## config.mk

```make
export PLATFORM = sky130hd
export DESIGN_NAME = debug_mem_loader
export DESIGN_NICKNAME = d
export VERILOG_FILES = /design/src/rtl/debug_mem_loader.sv
export SDC_FILE = /design/constraint.sdc
export NUM_CORES = 1
export LEC_CHECK = 0
export CAP_MARGIN = 15
export CORE_MARGIN = 2
export CORE_UTILIZATION = 45
export CTS_BUF_LIST = sky130_fd_sc_hd__clkbuf_16
export DETAILED_ROUTE_END_ITERATION = 8
export PLACE_DENSITY = 0.77
export SYNTH_ARGS = -nofsm -noshare
export SYNTH_HDL_FRONTEND = slang
export SYNTH_SLANG_ARGS = --single-unit
```

## constraint.sdc

```tcl
create_clock -name clk -period 7.2 [get_ports clk]
set_input_delay 0.72 -clock clk [delete_from_list [all_inputs] [get_ports clk]]
set_output_delay 0.72 -clock clk [all_outputs]
set_load 0.01 [all_outputs]
```

## src/rtl/debug_mem_loader.sv

```systemverilog
// Debug loader: streams words from the host into instruction memory (with an XOR
// readback verify) or dumps data memory to the host, holding the core in reset meanwhile.
module debug_mem_loader (
    input  logic        clk,
    input  logic        rst,
    input  logic        start,
    input  logic        mode,
    input  logic [31:0] base_addr,
    input  logic [15:0] word_count,
    input  logic        in_valid,
    input  logic [31:0] in_data,
    output logic        in_ready,
    output logic        out_valid,
    output logic [31:0] out_data,
    input  logic        out_ready,
    output logic [31:0] inst_a2,
    output logic [31:0] inst_wd2,
    output logic [3:0]  inst_we2,
    input  logic [31:0] inst_rd2,
    output logic [31:0] data_a2,
    output logic [31:0] data_wd2,
    output logic [3:0]  data_we2,
    input  logic [31:0] data_rd2,
    output logic        cpu_rst_req,
    output logic        busy,
    output logic        done,
    output logic        verify_err,
    output logic [3:0]  state_dbg
);

    localparam logic [3:0] IDLE      = 4'd0;
    localparam logic [3:0] LOAD      = 4'd1;
    localparam logic [3:0] LOAD_LAST = 4'd2;
    localparam logic [3:0] VRFY_RD   = 4'd3;
    localparam logic [3:0] VRFY_CMP  = 4'd4;
    localparam logic [3:0] DUMP_RD   = 4'd5;
    localparam logic [3:0] DUMP_CAP  = 4'd6;
    localparam logic [3:0] DUMP_OUT  = 4'd7;
    localparam logic [3:0] DONE      = 4'd8;

    logic [3:0]  state;
    logic [31:0] base_q;
    logic [15:0] count_q;
    logic [15:0] idx;
    logic [31:0] wr_sum;
    logic [31:0] rd_sum;

    logic [15:0] idx_inc;
    logic        last;
    logic [31:0] addr_cur;
    logic [31:0] addr_nxt;
    logic [31:0] rd_sum_nxt;

    always_comb begin
        idx_inc    = idx + 16'd1;
        last       = (idx_inc == count_q);
        addr_cur   = base_q + {14'd0, idx, 2'b00};
        addr_nxt   = base_q + {14'd0, idx_inc, 2'b00};
        rd_sum_nxt = rd_sum ^ inst_rd2;
    end

    // Handshakes: a word moves on a rising edge where valid and ready are both 1;
    // out_valid/out_data never change while out_valid is 1 and out_ready is 0.
    assign in_ready    = (state == LOAD);
    assign out_valid   = (state == DUMP_OUT);
    assign busy        = (state != IDLE);
    assign cpu_rst_req = busy;
    assign done        = (state == DONE);
    assign data_wd2    = 32'd0;
    assign data_we2    = 4'h0;
    assign state_dbg   = state;

    always_ff @(posedge clk) begin
        if (rst) begin
            state      <= IDLE;
            base_q     <= 32'd0;
            count_q    <= 16'd0;
            idx        <= 16'd0;
            wr_sum     <= 32'd0;
            rd_sum     <= 32'd0;
            verify_err <= 1'b0;
            inst_a2    <= 32'd0;
            inst_wd2   <= 32'd0;
            inst_we2   <= 4'h0;
            data_a2    <= 32'd0;
            out_data   <= 32'd0;
        end else begin
            inst_we2 <= 4'h0;
            case (state)
                IDLE: begin
                    if (start) begin
                        base_q     <= {base_addr[31:2], 2'b00};
                        count_q    <= word_count;
                        idx        <= 16'd0;
                        wr_sum     <= 32'd0;
                        rd_sum     <= 32'd0;
                        verify_err <= 1'b0;
                        if (word_count == 16'd0) begin
                            state <= DONE;
                        end else if (mode) begin
                            data_a2 <= {base_addr[31:2], 2'b00};
                            state   <= DUMP_RD;
                        end else begin
                            state <= LOAD;
                        end
                    end
                end
                LOAD: begin
                    if (in_valid) begin
                        inst_a2  <= addr_cur;
                        inst_wd2 <= in_data;
                        inst_we2 <= 4'hF;
                        wr_sum   <= wr_sum ^ in_data;
                        if (last) begin
                            idx   <= 16'd0;
                            state <= LOAD_LAST;
                        end else begin
                            idx <= idx_inc;
                        end
                    end
                end
                // The final write is on the bus this cycle; the verify address follows it.
                LOAD_LAST: begin
                    inst_a2 <= base_q;
                    state   <= VRFY_RD;
                end
                VRFY_RD: state <= VRFY_CMP;
                VRFY_CMP: begin
                    rd_sum <= rd_sum_nxt;
                    idx    <= idx_inc;
                    if (last) begin
                        verify_err <= (wr_sum != rd_sum_nxt);
                        state      <= DONE;
                    end else begin
                        inst_a2 <= addr_nxt;
                        state   <= VRFY_RD;
                    end
                end
                DUMP_RD: state <= DUMP_CAP;
                DUMP_CAP: begin
                    out_data <= data_rd2;
                    state    <= DUMP_OUT;
                end
                DUMP_OUT: begin
                    if (out_ready) begin
                        idx <= idx_inc;
                        if (last) begin
                            state <= DONE;
                        end else begin
                            data_a2 <= addr_nxt;
                            state   <= DUMP_RD;
                        end
                    end
                end
                DONE: state <= IDLE;
                default: state <= IDLE;
            endcase
        end
    end

endmodule

```

**Yosys cells after proc, flatten, opt, wreduce, memory -nomap -nowiden**

Cells that the tools add are included.

- Add/sub/neg operators: 3
- Reduce and logical (&&, ||, !) cells: 18
- Equal/unequal tests: 19
- $mul: 0
- Order comparisons: 0
- Div/mod/pow operators: 0
- Bitwise logic cells: 3
- Muxes and demuxes: 30
- Shift operators: 0

Operators by type and width:

| operator | count |
|---|---|
| $mux W32 | 8 |
| $pmux W32 S2 | 3 |
| $pmux W32 S3 | 1 |
| $add A32 B18 Y32 | 2 |
| $mux W16 | 4 |
| $pmux W16 S4 | 1 |
| $xor A32 B32 Y32 | 2 |
| $mux W4 | 8 |
| $ne A32 B32 Y1 | 1 |
| $pmux W4 S8 | 1 |
| $add A16 B1 Y16 const B | 1 |
| $eq A16 B16 Y1 | 1 |
| $eq A4 B3 Y1 const B | 4 |
| $logic_not A16 Y1 | 1 |
| $ne A2 B2 Y1 const B | 7 |
| $reduce_and A3 Y1 | 3 |
| $eq A4 B2 Y1 const B | 2 |
| $reduce_and A4 Y1 | 2 |
| $reduce_bool A4 Y1 | 2 |
| $reduce_and A2 Y1 | 3 |
| $reduce_and A6 Y1 | 1 |
| $reduce_bool A2 Y1 | 3 |
| $eq A4 B1 Y1 const B | 1 |
| $eq A4 B4 Y1 const B | 1 |
| 8 further kinds | 10 |

- Input bits: 150
- Bits in latches: 0
- Memories kept: 0
- Word-level logic and storage cells: 85
- Flip-flop bits (word level): 263
- Memory bits (read-only): 0
- Memory bits (writable): 0

**Logic depth before layout (Yosys ltp)**

Gate-level depths: netlist (run 1).

- Depth in word-level cells: 5
- Mapped depth: 15
- Depth with buffers taken out: 14

**Least setup slack after synthesis (run 1)**

No wires, ideal clock.

- Path kind: register to register
- From: register idx[0]
- To: register data_a2[28]
- Stages on the path, launching flop included: 16
- Arrival: 3.455 ns
- Period minus slack after synthesis: 3.526 ns
- Path slack: 3.674 ns
- Setup time: 0.070 ns
- Buffers on the path: 1
- Path through: dfxtp_1 > ha_1 > and4_1 > buf_6 > and3_1 > xor2_1 > ha_1 > a21oi_1 > o21a_1 > a21boi_0 > nand2_1 > o211ai_1 > a21boi_0 > xnor2_1 > a211o_1 > a21oi_1

- Cells in the longest elaborated chain, start to end: 5
- Elaborated cells on any way between the ends: 8

Ends and longest elaborated chain:

| item | RTL line | source |
|---|---|---|
| from (decl) | 44 | `logic [15:0] idx;` |
| from (signal assigned) | 118 | `idx <= idx_inc;` |
| from (signal assigned) | 130 | `idx <= idx_inc;` |
| from (signal assigned) | 146 | `idx <= idx_inc;` |
| $add A16 B1 Y16 (*) | 55 | `idx_inc = idx + 16'd1;` |
| $add A32 B18 Y32 | 58 | `addr_nxt = base_q + {14'd0, idx_inc, 2'b00};` |
| $mux W32 | 147 | `if (last) begin` |
| $mux W32 | 145 | `if (out_ready) begin` |
| $pmux W32 S2 | 89 | `case (state)` |
| to (signal assigned) | 101 | `data_a2 <= {base_addr[31:2], 2'b00};` |
| to (signal assigned) | 150 | `data_a2 <= addr_nxt;` |
| to (decl) | 20 | `output logic [31:0] data_a2,` |

Mark *: on every way between the ends. The rest lies on a longest branch, timed or not. The select of a mux whose other input is x is not followed.
A chain may end at the register's enable or synchronous reset.

**Worst setup path in the final report (run 1)**

Same ends and word-level chain as after synthesis.

==> impl_metrics.env, run 1 <==
export IMPL_synth_warnings=0
export IMPL_fmax_ghz=0.223
export IMPL_synth_area_um2=13900
export IMPL_power_density_nw_per_um2=282
export IMPL_grt_overflow_total=0
export IMPL_layout_cells_non_filler=2366
export IMPL_synth_seq_cells=256
export IMPL_synth_async_reset_ratio_pct=0
export IMPL_final_cell_mix="303 x nand2_1, 284 x clkdlybuf4s50_1, 256 x dfxtp_1"
export IMPL_synth_edf_count=0
export IMPL_critPathKind="reg -> reg"
export IMPL_routedWlPerCell_um=17.8
export IMPL_worstReg2RegEnd="data_a2[28]"
export IMPL_status="complete, no violations"
export IMPL_gr_usage_all_layers_pct=24.7
export IMPL_place_area_um2=16700
export IMPL_grt_max_degree=98
export IMPL_cts_buffers=28
export IMPL_drt_total_wl_um=42100
export IMPL_port_buffers=285
export IMPL_cts_tree="done"
export IMPL_worstPathArrival_ps=4960
export IMPL_crit_required_ps=7670
export IMPL_die_w_um=180
export IMPL_final_common_cell="nand2_1"
export IMPL_hold_start="inst_wd2[11]"
export IMPL_irDropWorstVdd_mv=0.178
export IMPL_slew_viol_final=0
export IMPL_cp_start_kind="register"
export IMPL_dieArea_um2=32300
export IMPL_p_leak_nw=6.40
export IMPL_firstDrtPassIters=5
export IMPL_grt_pass1_wl_um=66100
export IMPL_antenna_found_initial=2
export IMPL_hold_depth=2
export IMPL_clk_pin_slew_worst_paths_ps=60
export IMPL_cts_hold_buf=0
export IMPL_final_layout_size_suffix_gt1_share_pct=6.04
export IMPL_diodes=0
export IMPL_core_um2=30500
export IMPL_drt_initial_drc_count=919
export IMPL_maxCapViolCount=0
export IMPL_slew_headroom_pct=28.8
export IMPL_setup_viol=0
export IMPL_endpoint_kind="register"
export IMPL_hpwl_um=30200
export IMPL_cts_sinks=256
export IMPL_synthToLayoutAreaGrowth_pct=26.8
export IMPL_r2r_worst_path_cells=14
export IMPL_hold_end="inst_wd2[11]"
export IMPL_stdcell_area_um2=17600
export IMPL_yosysSeqAreaShare_pct=36.9
export IMPL_synthCells=1740
export IMPL_drc=0
export IMPL_reg2reg_from="idx[0]"
export IMPL_vias=13100
export IMPL_synth_top_area_share_pct=36.9
export IMPL_h_tree_depth=1
export IMPL_cts_buffer_depth=3
export IMPL_cts_resized=0
export IMPL_synthFlopType="dfxtp_1"
export IMPL_timing_setup_tns_ps=0
export IMPL_io_pins=328
export IMPL_gp_congestion=0.937
export IMPL_worstPathMaxFanout=8
export IMPL_dpl_cell_count=2316
export IMPL_fin_crit_sh_pct=62.4
export IMPL_chipHeight_um=180
export IMPL_fin_util_pct=57.7
export IMPL_holdCritPathClass="reg -> reg"
export IMPL_ys_types=88
export IMPL_fin_nets=2136
export IMPL_hold_violations=0
export IMPL_holdWs_ps=452
export IMPL_start_util_pct=45.5
export IMPL_grt_pass1_vias=12400
export IMPL_ys_top_cells_by_area="dfxtp_1 37%, nand2_1 8.2%, a21oi_1 7.9%"
export IMPL_insertion_delay_ps=560
export IMPL_ff2ff_setup_slack_ps=2710
export IMPL_root_buffer="clkbuf_16"
export IMPL_worst_pin_slew_ps=1070
export IMPL_ant_nets=0
export IMPL_postCtsSetupBuffers=0
export IMPL_finClkSkew_ps=22.5
export IMPL_avgSynthCellArea_um2=7.97
export IMPL_rows=64
export IMPL_vias_per_cell=5.55
export IMPL_min_period_ps=4490
export IMPL_rsz0062_at_grt="no"
export IMPL_yosysTopAreaCell="dfxtp_1"
==> area by class of cell <==
cell class                      instances  area (um^2)
Multi-Input combinational cell       1342         7990
Clock inverter                         21          203
Clock buffer                           28          701
Timing Repair Buffer                  300         2990
Sequential cell                       256         5120
Fill cell                            2743        12900
Tap cell                              396          495
Inverter                               23         86.3
==> per-layer routing <==
layer,wire length [um],track usage (%),vias to the layer above
li1,-,-,6370
met3,3210,5.88,97
met5,14,0,-
met4,1750,10.3,2
met2,19900,41.4,460
met1,17200,30.5,6206
==> cells by family after synthesis <==
group	share of synthesized area [%]
AND/OR/NAND/NOR	22.2
multiplexers	0.442
XOR/XNOR	9.56
flip-flops	36.9
other	0.0270
buffers and inverters	6.64
AO/OA/AOI/OAI	20.9
adder cells (fa/ha/maj)	3.26
==> per-stage QoR <==
step	worst slack [ps]	power, mW
finish	2710	4.96
global route	2530	5.22
CTS	2780	4.97
detailed placement	2840	3.54
global placement	2860	3.50
floorplan	3670	2.90
==> worst max-delay path by stage <==
stage,from,to,slack [ps],cells after the start
2_1_floorplan,idx[0],data_a2[28],3670,15
3_3_place_gp,idx[0],data_a2[28],2860,14
3_5_place_dp,idx[0],data_a2[28],2840,14
4_1_cts,idx[0],data_a2[28],2780,14
5_1_grt,idx[0],data_a2[28],2530,14
6_report,idx[0],data_a2[28],2710,14
==> power by group <==
| group | total [mW] | internal [mW] | switching [mW] |
|---|---|---|---|
| Combinational | 1.69 | 0.731 | 0.954 |
| Sequential | 1.84 | 1.64 | 0.201 |
| Clock | 1.43 | 0.844 | 0.588 |
==> synthesized netlist by cell type (all sizes together), types with 23 or more instances <==
cell type    n
a21oi      220
or2         23
nand2      305
dfxtp      256
buf         73
nand3       40
nor2       156
o21ai       61
ha          33
nand3b      37
a211oi      34
clkbuf      85
xor2        66
xnor2       82
==> critical path: stages (launching register included) <==
cell and delay [ps]:
dfxtp_1 500, ha_1 320, and4_1 420, and3_1 240, xor2_1 410, ha_1 380, a21oi_1 160, o21a_1 170
a21boi_0 240, nand2_1 140, o211ai_1 540, a21boi_0 250, xnor2_1 200, a211o_1 310, a21oi_1 140
==> sequential cells by signal, indices dropped and copies added (netlist names), 4 cells and up <==
register   cells
state_dbg      4
rd_sum        32
wr_sum        32
out_data      32
idx           16
data_a2       30
count_q       16
inst_wd2      32
inst_a2       30
base_q        30
No activity file was read; power rests on OpenSTA's default activity.
==> inputs of run 2 (changes only) <==
--- a/config.mk
+++ b/config.mk
@@ -10,7 +10,7 @@
 export CORE_UTILIZATION = 45
 export CTS_BUF_LIST = sky130_fd_sc_hd__clkbuf_16
 export DETAILED_ROUTE_END_ITERATION = 8
-export PLACE_DENSITY = 0.77
+export PLACE_DENSITY = 0.8
 export SYNTH_ARGS = -nofsm -noshare
 export SYNTH_HDL_FRONTEND = slang
 export SYNTH_SLANG_ARGS = --single-unit
==> constraint.sdc (replaced) <==
create_clock -name clk -period 3.64 [get_ports clk]
set_input_delay 0.364 -clock clk [delete_from_list [all_inputs] [get_ports clk]]
set_output_delay 0.364 -clock clk [all_outputs]
set_load 0.01 [all_outputs]
==> run 2 against run 1 <==
Net effect: wire length increased by 3.4%; critical path depth unchanged; power increased by 110%; final area increased by 3.5%; first-iteration DRC count increased by 8.9%; worst setup slack got worse by 2600 ps; maximum frequency increased by 27%; final cell count increased by 2.3%; critical path type unchanged; critical endpoint is now inst_a2[29]; largest cell class unchanged; largest power group unchanged.
==> impl_metrics.env, run 2 (synthesis results as in run 1) <==
export IMPL_status="complete, no violations"
export IMPL_p_switching_mw=3.62
export IMPL_final_common_cell="nand2_1"
export IMPL_pwr_share_seq_pct=35.7
export IMPL_r2r_worst_path_cells=14
export IMPL_insertion_delay_ps=570
export IMPL_worstReg2RegEnd="inst_a2[29]"
export IMPL_cts_tree="done"
export IMPL_irDropWorstVdd_mv=0.382
export IMPL_vias_per_cell=5.58
export IMPL_hold_start="rst"
export IMPL_vias=13500
export IMPL_gr_usage_all_layers_pct=25.5
export IMPL_gp_congestion=0.967
export IMPL_port_buffers=285
export IMPL_p_clk_share_pct=30.5
export IMPL_core_um2=30500
export IMPL_chipHeight_um=180
export IMPL_io_pins=328
export IMPL_final_cell_mix="303 x nand2_1, 284 x clkdlybuf4s50_1, 251 x dfxtp_1"
export IMPL_slew_headroom_pct=28.3
export IMPL_cts_buffers=29
export IMPL_crit_required_ps=4050
export IMPL_hold_violations=0
export IMPL_rows=64
export IMPL_multiInputGateArea_um2=8080
export IMPL_setup_viol=0
export IMPL_clk_pin_slew_worst_paths_ps=60
export IMPL_cp_start_kind="register"
export IMPL_fill_cells=2659
export IMPL_final_layout_size_suffix_gt1_share_pct=9.53
export IMPL_drc=0
export IMPL_grt_pass1_wl_um=68000
export IMPL_diodes=0
export IMPL_synthToLayoutAreaGrowth_pct=31.2
export IMPL_min_period_ps=3540
export IMPL_rsz0062_at_grt="no"
export IMPL_finClkSkew_ps=16.6
export IMPL_firstDrtPassIters=5
export IMPL_fin_crit_sh_pct=97.3
export IMPL_routedWlPerCell_um=18.0
export IMPL_grt_pass1_vias=13100
export IMPL_dieArea_um2=32300
export IMPL_maxCapViolCount=0
export IMPL_start_util_pct=45.5
export IMPL_worstPathMaxFanout=6
export IMPL_grt_max_degree=116
export IMPL_pwr_share_comb_pct=33.9
export IMPL_p_sw_share_pct=35.3
export IMPL_holdWs_ps=201
export IMPL_holdCritPathClass="in -> reg"
export IMPL_hold_depth=2
export IMPL_die_w_um=180
export IMPL_reg2reg_from="idx[1]"
export IMPL_worstPathArrival_ps=3950
export IMPL_drt_total_wl_um=43500
export IMPL_endpoint_kind="register"
export IMPL_slew_viol_final=0
export IMPL_cts_buffer_depth=3
export IMPL_fin_nets=2189
export IMPL_internal_power_mw=6.64
export IMPL_p_leak_nw=6.71
export IMPL_root_buffer="clkbuf_16"
export IMPL_critPathKind="reg -> reg"
export IMPL_antenna_found_initial=0
export IMPL_drt_initial_drc_count=1001
export IMPL_hpwl_um=31500
export IMPL_fmax_ghz=0.282
export IMPL_ff_latch_area_um2=5130
export IMPL_ant_nets=0
export IMPL_hold_end="state_dbg[2]"
export IMPL_total_power_mw=10.3
export IMPL_timing_setup_tns_ps=0
export IMPL_cts_sinks=256
export IMPL_power_density_nw_per_um2=563
export IMPL_h_tree_depth=1
export IMPL_worst_pin_slew_ps=1070
export IMPL_ff2ff_setup_slack_ps=100
export IMPL_grt_overflow_total=0
## run 2: how the worst max path moves through the flow
stage	start	end	depth (start not counted)	slack [ps]
6_report	idx[1]	inst_a2[29]	14	100
5_1_grt	idx[0]	inst_a2[24]	12	5
4_1_cts	idx[0]	inst_a2[29]	14	30
3_5_place_dp	idx[0]	inst_a2[29]	14	70
3_3_place_gp	idx[5]	data_a2[28]	14	200
2_1_floorplan	idx[0]	data_a2[28]	15	110
## run 2: area by class of cell
type | instances | area share (%)
Clock buffer | 29 | 3.99
Clock inverter | 23 | 1.57
Inverter | 23 | 0.474
Multi-Input combinational cell | 1342 | 44.4
Sequential cell | 256 | 28.2
Tap cell | 396 | 2.72
Timing Repair Buffer | 352 | 18.7
## run 2: routing by layer
layer / global-route usage, % / vias to the layer above / wire length, um
met5: 0 / - / 0
met4: 8.59 / 0 / 1540
met3: 5.67 / 90 / 3500
met2: 44.4 / 513 / 21000
met1: 31.0 / 6429 / 17400
li1: - / 6479 / -
## run 2: worst max-delay path, stage by stage, from the launching register on
cell and delay [ps]:
dfxtp_2 400, ha_1 220, and4_1 240, buf_4 180
nand2_2 90, xnor2_1 140, ha_1 360, a31oi_2 140
o211ai_1 440, a41oi_2 200, a2bb2oi_1 170, buf_4 160
or3b_2 470, nand3_1 110, a21oi_1 70
## run 2: timing repair
item / 4_1_cts / 5_1_grt
setup endpoints to repair: 0 / 33
gates resized for setup: 0 / 23
buffers inserted: 0 / 3
hold buffers: 0 / 0
## run 2: metrics by stage
| stage | util, % | std cells | instance area [um^2] | setup WS [ps] |
|---|---|---|---|---|
| finish | 59.7 | 2421 | 18200 | 97.9 |
| global route | 59.7 | 2421 | 18200 | 4.54 |
| CTS | 59.3 | 2418 | 18100 | 25.6 |
| detailed placement | 56.0 | 2366 | 17100 | 68.8 |
| global placement | 56.0 | 2366 | 17100 | 195 |
| floorplan | - | 1779 | 14000 | 114 |
## run 2: power by group through the flow
| stage | Sequential (mW) | Clock [mW] | Combinational (mW) |
|---|---|---|---|
| after floorplan | 3.67 | 0 | 2.06 |
| after global placement | 3.68 | 0 | 3.35 |
| after detailed placement | 3.70 | 0 | 3.42 |
| after CTS | 3.64 | 3.17 | 3.44 |
| after global routing | 3.71 | 3.29 | 3.76 |
| final | 3.66 | 3.13 | 3.47 |
